--- config.mk ---
export PLATFORM = sky130hd
export DESIGN_NAME = instr_enc_loader
export DESIGN_NICKNAME = d
export VERILOG_FILES = /design/src/rtl/instr_enc_loader.sv
export SDC_FILE = /design/constraint.sdc
export NUM_CORES = 1
export LEC_CHECK = 0
export ABC_AREA = 1
export CORE_AREA = 5 5 110 71
export CTS_CLUSTER_DIAMETER = 80
export DETAILED_ROUTE_END_ITERATION = 7
export DIE_AREA = 0 0 115 76
export PLACE_DENSITY = 0.84
export SYNTH_ARGS = -nofsm -noshare
export SYNTH_HDL_FRONTEND = slang
export SYNTH_SLANG_ARGS = --single-unit
--- constraint.sdc ---
create_clock -name clk -period 5.05 [get_ports clk]
set_input_delay 1.2625 -clock clk [delete_from_list [all_inputs] [get_ports clk]]
set_output_delay 1.2625 -clock clk [all_outputs]
set_load 0.02 [all_outputs]
--- src/rtl/instr_enc_loader.sv ---
// Instruction-memory loader: accepts MIPS field sets, encodes them as R/I/J words
// and writes them to consecutive word addresses with a write/ack handshake.
module instr_enc_loader (
    input  logic        clk,
    input  logic        rst_n,
    input  logic        start,
    input  logic [1:0]  fmt,
    input  logic [5:0]  op,
    input  logic [4:0]  rs,
    input  logic [4:0]  rt,
    input  logic [4:0]  rd,
    input  logic [4:0]  shamt,
    input  logic [5:0]  func,
    input  logic [15:0] imm16,
    input  logic [25:0] addr26,
    input  logic        in_valid,
    input  logic        in_last,
    output logic        in_ready,
    output logic        wr_en,
    output logic [7:0]  wr_addr,
    output logic [31:0] wr_data,
    input  logic        wr_ack,
    output logic        busy,
    output logic        done,
    output logic        err,
    output logic [8:0]  count
);

    typedef enum logic [1:0] {
        IDLE  = 2'd0,
        LOAD  = 2'd1,
        WRITE = 2'd2,
        DONE  = 2'd3
    } state_t;

    state_t      state;
    state_t      next_state;
    logic        last_q;
    logic [31:0] enc;
    logic        fmt_ok;
    logic        at_top;

    assign fmt_ok = (fmt != 2'b11);
    assign at_top = (wr_addr == 8'hFF);

    always_comb begin
        enc = '0;
        case (fmt)
            2'b00:   enc = {op, rs, rt, rd, shamt, func};
            2'b01:   enc = {op, rs, rt, imm16};
            2'b10:   enc = {op, addr26};
            default: enc = '0;
        endcase
    end

    always_ff @(posedge clk or negedge rst_n) begin
        if (!rst_n) begin
            state <= IDLE;
        end else begin
            state <= next_state;
        end
    end

    // Handshake outputs decode from state alone so reset clears them without a clock edge.
    always_comb begin
        next_state = state;
        in_ready   = 1'b0;
        wr_en      = 1'b0;
        busy       = 1'b0;
        done       = 1'b0;
        case (state)
            IDLE: begin
                if (start) next_state = LOAD;
            end
            LOAD: begin
                in_ready = 1'b1;
                busy     = 1'b1;
                if (in_valid) begin
                    if (fmt_ok)       next_state = WRITE;
                    else if (in_last) next_state = DONE;
                end
            end
            WRITE: begin
                wr_en = 1'b1;
                busy  = 1'b1;
                if (wr_ack) next_state = (last_q || at_top) ? DONE : LOAD;
            end
            DONE: begin
                done       = 1'b1;
                next_state = IDLE;
            end
            default: next_state = IDLE;
        endcase
    end

    always_ff @(posedge clk or negedge rst_n) begin
        if (!rst_n) begin
            wr_addr <= '0;
            wr_data <= '0;
            count   <= '0;
            err     <= 1'b0;
            last_q  <= 1'b0;
        end else begin
            case (state)
                IDLE: begin
                    if (start) begin
                        wr_addr <= '0;
                        count   <= '0;
                        err     <= 1'b0;
                    end
                end
                LOAD: begin
                    if (in_valid) begin
                        if (fmt_ok) begin
                            wr_data <= enc;
                            last_q  <= in_last;
                        end else begin
                            err <= 1'b1;
                        end
                    end
                end
                WRITE: begin
                    if (wr_ack) begin
                        count <= count + 9'd1;
                        // Address saturates at the top; running out of space without a last word is an error.
                        if (!last_q) begin
                            if (at_top) err     <= 1'b1;
                            else        wr_addr <= wr_addr + 8'd1;
                        end
                    end
                end
                default: ;
            endcase
        end
    end

endmodule

# [Word level (Yosys, flattened, before mapping)]
# Index checks and enable logic that the tools add are counted.
[word_totals] ff_bits=53 latchBits=0 ramBits=0 romBits=0 input_bits=82 out_inout_bits=54 elab_cells=61 n_memories=0
[classes] n_addsub=2 mul=0 n_div=0 order_cmp=0 eq_ne=15 n_shift=0 muxes=27 bitwise_logic=0 reduce_logical=11
[ops] operator="$pmux W32 S3" n=1
[ops] operator="$mux W8" n=4
[ops] operator="$mux W9" n=2
[ops] operator="$pmux W9 S2" n=1
[ops] operator="$ne A2 B2 Y1 const B" n=8
[ops] operator="$pmux W8 S2" n=1
[ops] operator="$mux W2" n=6
[ops] operator="$mux W1" n=10
[ops] operator="$add A9 B1 Y9 const B" n=1
[ops] operator="$add A8 B1 Y8 const B" n=1
[ops] operator="$eq A8 B8 Y1 const B" n=1
[ops] operator="$pmux W2 S4" n=1
[ops] operator="$reduce_and A7 Y1" n=1
[ops] operator="$eq A2 B2 Y1 const B" n=3
[ops] operator="$reduce_and A3 Y1" n=2
[ops] operator="$reduce_and A5 Y1" n=1
[ops] operator="$eq A2 B1 Y1 const B" n=2
[ops] operator="$logic_not A2 Y1" n=2
[ops] operator="$reduce_and A4 Y1" n=1
[ops] operator="$ne A3 B3 Y1 const B" n=1
[ops] operator="$pmux W1 S3" n=1
[ops] operator="$reduce_bool A3 Y1" n=1
[ops] operator="$reduce_bool A2 Y1" n=1
[ops] operator="$reduce_or A2 Y1" n=1
[ops] operator="$logic_or A1 B1 Y1" n=1

# [Logic depth before layout (Yosys ltp)]
# Gate-level depths: netlist of the first run.
[depth] word_depth=5 depth_mapped=11

# [Worst setup path after synthesis of the first run]
# No wires, ideal clock.
[synth_timing] path_type="flip-flop to output port" startpoint="reg state[0]" endpoint="out busy" arrival_ps=887 setup_slack_ps=2900 stages_incl_launch_ff=3 cell_sequence="dfrtp_1 inv_1 ha_1"
[synth_via] elab_chain_len=3 elab_cells_between_ends=4 cone_classes="eq/ne: 2; mux: 1; reduce/logical: 1"
[synth_rtl] item="start, declared" line_no="36" source="state_t state;"
[synth_rtl] item="start signal, assigned" line_no="60" source="state <= next_state;"
[synth_rtl] item="$eq A2 B2 Y1 or $eq A2 B1 Y1 (tied branches)" line_no="71" source="case (state)"
[synth_rtl] item="$reduce_or A2 Y1 (no line) *"
[synth_rtl] item="$mux W1 *" line_no="71"
[synth_rtl] item="end, declared" line_no="23" source="output logic busy,"
# Every way passes the cells marked *; elsewhere a longest branch is shown, timed or not.

# [Worst setup path in the final report of the first run]
[layout_timing] startpoint="reg state[0]" endpoint="out wr_en"
[layout_via] elab_chain_len=2
[layout_rtl] item="$eq A2 B2 Y1" line_no="71"
[layout_rtl] item="$mux W1" line_no="71"
[layout_rtl] item="end, declared" line_no="19" source="output logic wr_en,"
# Every way passes these cells.

==> results of run 1 <==
==> where the power goes <==
part           internal, mW  switching [mW]  total, mW
Clock                 0.124           0.136      0.261
Combinational         0.501           0.625       1.13
Sequential            0.584           0.103      0.687
==> registers in the layout, summed over array words and instances, names as in the netlist <==
signal   cells
count        9
wr_addr      8
state        2
wr_data     32
last_q       1
err          1
==> through the flow <==
step	total power, mW	instances	setup WS, ps
2_1_floorplan	1.314	379	2900
6_report	2.074	601	1647
3_5_place_dp	1.829	593	1510
5_1_grt	2.228	601	1520
3_3_place_gp	1.791	593	1665
4_1_cts	2.095	601	1644
==> metal layers <==
| metal | up-vias | routed length, um | GRT usage |
|---|---|---|---|
| li1 | 1490 | - | - |
| met1 | 1377 | 3949 | 0.2660 |
| met2 | 81 | 4235 | 0.3314 |
| met3 | 12 | 394 | 0.04127 |
| met4 | 0 | 157 | 0.06448 |
| met5 | - | 0 | 0 |
==> cell type report <==
type	instances	share of cell area
timing repair buffer	136	0.3093
sequential	53	0.3030
inverter	25	0.02144
clock inverter	1	0.001144
tap	91	0.02601
multi-input combinational	288	0.3170
clock buffer	7	0.02201
==> path summary, 6_finish.rpt <==
path / endpoint / start / slack [ps]
hold / removal: err / err / 490
max in group asynchronous: wr_addr[0] / rst_n / 3540
hold reg to reg: err / err / 490
setup reg to reg: wr_data[0] / state[1] / 2550
setup / recovery: wr_en / state[0] / 1650
min in group asynchronous: wr_data[13] / rst_n / 1060
==> worst min-delay path, delay by kind of cell, from the launching register on <==
family	cells	cell delay [ps]
flip-flops	1	360
AND/OR/NAND/NOR	2	100
==> logic make-up after synthesis <==
family,after synthesis,share of synthesized area
compound gates,55,0.1089
simple gates,223,0.3299
xor+xnor,2,0.006054
flops,53,0.4583
fa+ha+maj,8,0.03459
buf+inv,38,0.06226
==> cells in the mapped netlist (2+ instances only) <==
| library cell | instances |
|---|---|
| dfrtp_1 | 53 |
| inv_1 | 25 |
| buf_4 | 4 |
| a21oi_1 | 13 |
| nor2_1 | 36 |
| nand3_1 | 19 |
| buf_2 | 6 |
| ha_1 | 8 |
| o21ai_0 | 21 |
| nand2_2 | 3 |
| nor2_4 | 4 |
| o21a_1 | 11 |
| nand2_1 | 143 |
| buf_6 | 2 |
| a31oi_1 | 10 |
| nand4_1 | 13 |
==> placed cells by master, fill, tap and decap left out, types with 3 or more instances in the layout <==
cell type	n
nand3_1	19
o21ai_0	21
nand2_2	3
a31oi_1	10
clkdlybuf4s50_1	134
nand4_1	13
nand2_1	143
ha_1	8
nor2_4	4
nor2_1	36
clkbuf_8	7
dfrtp_1	53
inv_1	25
a21oi_1	13
o21a_1	11
==> flow_summary.toml, run 1 <==
[outcome]
status = "complete, no violations"

[timing]
drv_slew = 0
tightest_slew_ps = 1162
finalHoldViolations = 0
min_period_ps = 3403
rsz0062_at_grt = "no"
setup-violations-final = 0
skew_ps = 4.157
setup_tns_ps = 0
max_freq_mhz = 293.9
period_share = 0.6738
whs_ps = 491.7
relSlewSlack = 0.2238

[worst_setup_path]
path_cells = "inv_1 > ha_1 > clkdlybuf4s50_1"
cp-start-kind = "flop"
arrival_ps = 2140
crit_path_max_incr_delay_ps = 710
crit_path_end_kind = "output port"
crit_family = "buffers and inverters"
path_max_fanout = 12
path_buf_inv = 2
cp_data_required_time_ps = 3790
r2r_cells = 6
setup.worst_path.class = "flop to output port"
cp.depth = 3
crit_slowest_cell = "clkdlybuf4s50_1"

[floorplanning]
initial_utilization = 0.4227
dieHeight_um = 76
die-width_um = 115
die_area_um2 = 8740
rows = 24
core_um2 = 6847
io_pins = 136

[detailed_routing]
num_vias = 2960
wl_per_cell_um = 14.54
finalWirelength_mm = 8.736
firstDrtPassIters = 4
drc_errors = 0
viasPerCell = 4.925
antenna_left = 0
drt-initial-drc-count = 249

[layout]
drive_gt1_frac = 0.03725
nets = 599
n_antenna_cell = 0
seq_area_um2 = 1326
area_delta_synth_final_pct = 51.23
utilization = 0.6393
nFillCells = 618
multiInputGateArea_um2 = 1388
final_area_um2 = 4377

[clocking]
cts_made_buffers = 5
cts-htree-levels = 2
clk_latency_ps = 300
clkSlewWorstSetupHoldPaths_ps = 90
clock_sinks = 53
cts_tree = "built"
cts_resized = 0
postCtsSetupRepairBufs = 0
clk_path_buf_depth = 2
cts_hold_buf = 0
clockRootBuffer = "clkbuf_8"

[yosys]
synth-seq-cells = 53
synth_fp_nets = 469
synth.cell_area_um2 = 2894
synth-edff-count = 0
synthTopCellsByArea = "dfrtp_1 46%, nand2_1 19%, nor2_1 4.7%"
synth_ff_type = "dfrtp_1"
async_reset_ff_frac = 1.000
netlist_instances = 379
ys_seq_area_frac = 0.4583
synth_area_per_cell_um2 = 7.636
synth_top_area_frac = 0.4583
yosys_warnings = 0
synth_top_area_cell = "dfrtp_1"
synthDistinctLibCells = 24

[placement]
dp_hpwl_mm = 6.883
io_buffers = 135
gp_congestion = 0.8579
placed_area_um2 = 4275

[grt]
antenna_found_initial = 0
grt_pass1_vias = 2850
grt_pass1_wl_mm = 14.34
grt_usage = 0.2017
grt_max_degree = 60
grt_overflow = 0

[run]
max_cap_viol_count = 0

[power]
leakagePower_nw = 1.894
max-vdd-ir-drop_mv = 0.2681
power.density_nw_per_um2 = 473.8

[worst_hold_path]
hold_class = "flop to flop"
whs_path_depth = 2
No activity file was read; power rests on OpenSTA's default activity.
==> inputs of run 2 (changes only) <==
CORE_AREA = 5 5 121 77   (was 5 5 110 71)
DIE_AREA = 0 0 126 82   (was 0 0 115 76)
PLACE_DENSITY = 0.74   (was 0.84)
clock period = 3 ns   (was 5.05 ns; I/O delays follow)
==> run 2 against run 1 <==
Against the previous run:
- hold slack lost 12 ps
- via count shrank 1.1%
- clock skew shrank 1.1 ps
- wire length shrank 0.34%
- critical path depth is the same
- register-to-register slack lost 1600 ps
- first-iteration DRC count shrank 4.8%
- sequential share of layout area shrank 0.61 points
- worst setup slack lost 1200 ps
- total power grew 74%
- global-route usage shrank 2.8 points
- clock power grew 110%
- critical path type unchanged
==> flow_summary.toml, run 2 (synthesized netlist as in run 1, its figures left out) <==
[outcome]
status = "complete, no violations"

[detailed_routing]
met1_length_mm = 4.157
drt-initial-drc-count = 237
viasPerCell = 4.698
num_vias = 2927
finalWirelength_mm = 8.706
top_layer = "met4"
dr_wl_met3_um = 468
firstDrtPassIters = 4
antenna_left = 0
drc_errors = 0
wl_per_cell_um = 13.97
wl_met2_mm = 3.949

[timing]
relSlewSlack = 0.2723
min_period_ps = 2600
worst_slack_ps = 399.7
drv_slew = 0
period_share = 0.8668
max_freq_mhz = 384.6
setup_tns_ps = 0
finalHoldViolations = 0
rsz0062_at_grt = "no"
setup-violations-final = 0
skew_ps = 3.100
tightest_slew_ps = 1088

[floorplanning]
die-width_um = 126
die_area_um2 = 10330
core_um2 = 8198
initial_utilization = 0.3530
dieHeight_um = 82
io_pins = 136
rows = 26

[power]
power_mw = 3.612
max-vdd-ir-drop_mv = 0.4503
leakagePower_nw = 1.924
power.density_nw_per_um2 = 808.7

[worst_hold_path]
hold_class = "flop to flop"

[worst_setup_path]
cp-start-kind = "flop"
cp_data_required_time_ps = 2250
crit_path_end_kind = "output port"
arrival_ps = 1850
path_max_fanout = 6
setup.worst_path.class = "flop to output port"

[clocking]
clockRootBuffer = "clkbuf_16"
postCtsSetupRepairBufs = 0
clk_latency_ps = 290
cts_made_buffers = 5
clock_sinks = 53
cts_hold_buf = 0
clk_path_buf_depth = 2
cts_tree = "built"
cts-htree-levels = 2
clkSlewWorstSetupHoldPaths_ps = 60
cts_resized = 0

[grt]
antenna_found_initial = 0
grt_overflow = 0
grt_pass1_vias = 2822
grt_max_degree = 44
grt_usage = 0.1735
grt_pass1_wl_mm = 14.34

[placement]
dp_hpwl_mm = 6.909
gp_congestion = 0.8820
place_ws_ps = 328.4
io_buffers = 135
placed_area_um2 = 4337

[layout]
final_common_cell = "nand2_1"
nets = 602
drive_gt1_frac = 0.03914
layout_common_cells = "143 x nand2_1, 134 x clkdlybuf4s50_1, 53 x dfrtp_1, 36 x nor2_1, 25 x inv_1"
top_register = "wr_data"
final_area_um2 = 4467
reg_top3 = "wr_data x32, count x9, wr_addr x8"
largest_reg_flops = 32
area_delta_synth_final_pct = 54.34
n_antenna_cell = 0

[run]
max_cap_viol_count = 0
[run 2: per-layer routing]
metal / vias up / global-route usage
li1: 1489 / -
met1: 1357 / 0.2325
met2: 70 / 0.2805
met3: 11 / 0.04743
met4: 0 / 0.04497
met5: - / 0
[run 2: critical path: stages (launching register included)]
cell             delay, ps
dfrtp_1                430
inv_1                  140
ha_1                   360
clkdlybuf4s50_1        630
[run 2: cell type report]
| cell class | instances | area [um^2] |
|---|---|---|
| repair buffers | 139 | 1389 |
| clock inverters | 1 | 5.005 |
| multi-input cells | 288 | 1388 |
| well taps | 112 | 140.1 |
| clock buffers | 5 | 125.1 |
| flip-flops and latches | 53 | 1326 |
| fillers | 757 | 3731 |
| inverters | 25 | 93.84 |
[run 2: final timing paths]
path                                from          end  slack (ps)  cells past startpoint
min in group asynchronous          rst_n  wr_data[11]         600                      1
worst min-delay path                 err          err         480                      2
max in group asynchronous          rst_n     count[6]        1660                      2
worst max-delay path            state[0]         busy         400                      3
worst min register to register       err          err         480                      2
worst max register to register  state[0]     count[3]         980                     10
[run 2: power by group]
part           switching (mW)  internal (mW)
clock                   0.243          0.299
combinational            1.05          0.863
sequential              0.168          0.985
[run 2: stage by stage]
step                hold WS, ps    util  cells
CTS                       486.4  0.5449    623
global placement          456.9  0.5290    617
finish                    479.8  0.5449    623
detailed placement        463.9  0.5290    617
global route              506.3  0.5449    623
floorplan                 454.4       -    379
==> inputs of run 3 (changes only) <==
SLEW_MARGIN = 20   (was default)
==> results of run 3 <==
Final layout, timing and power as in run 2 (identical DEF).
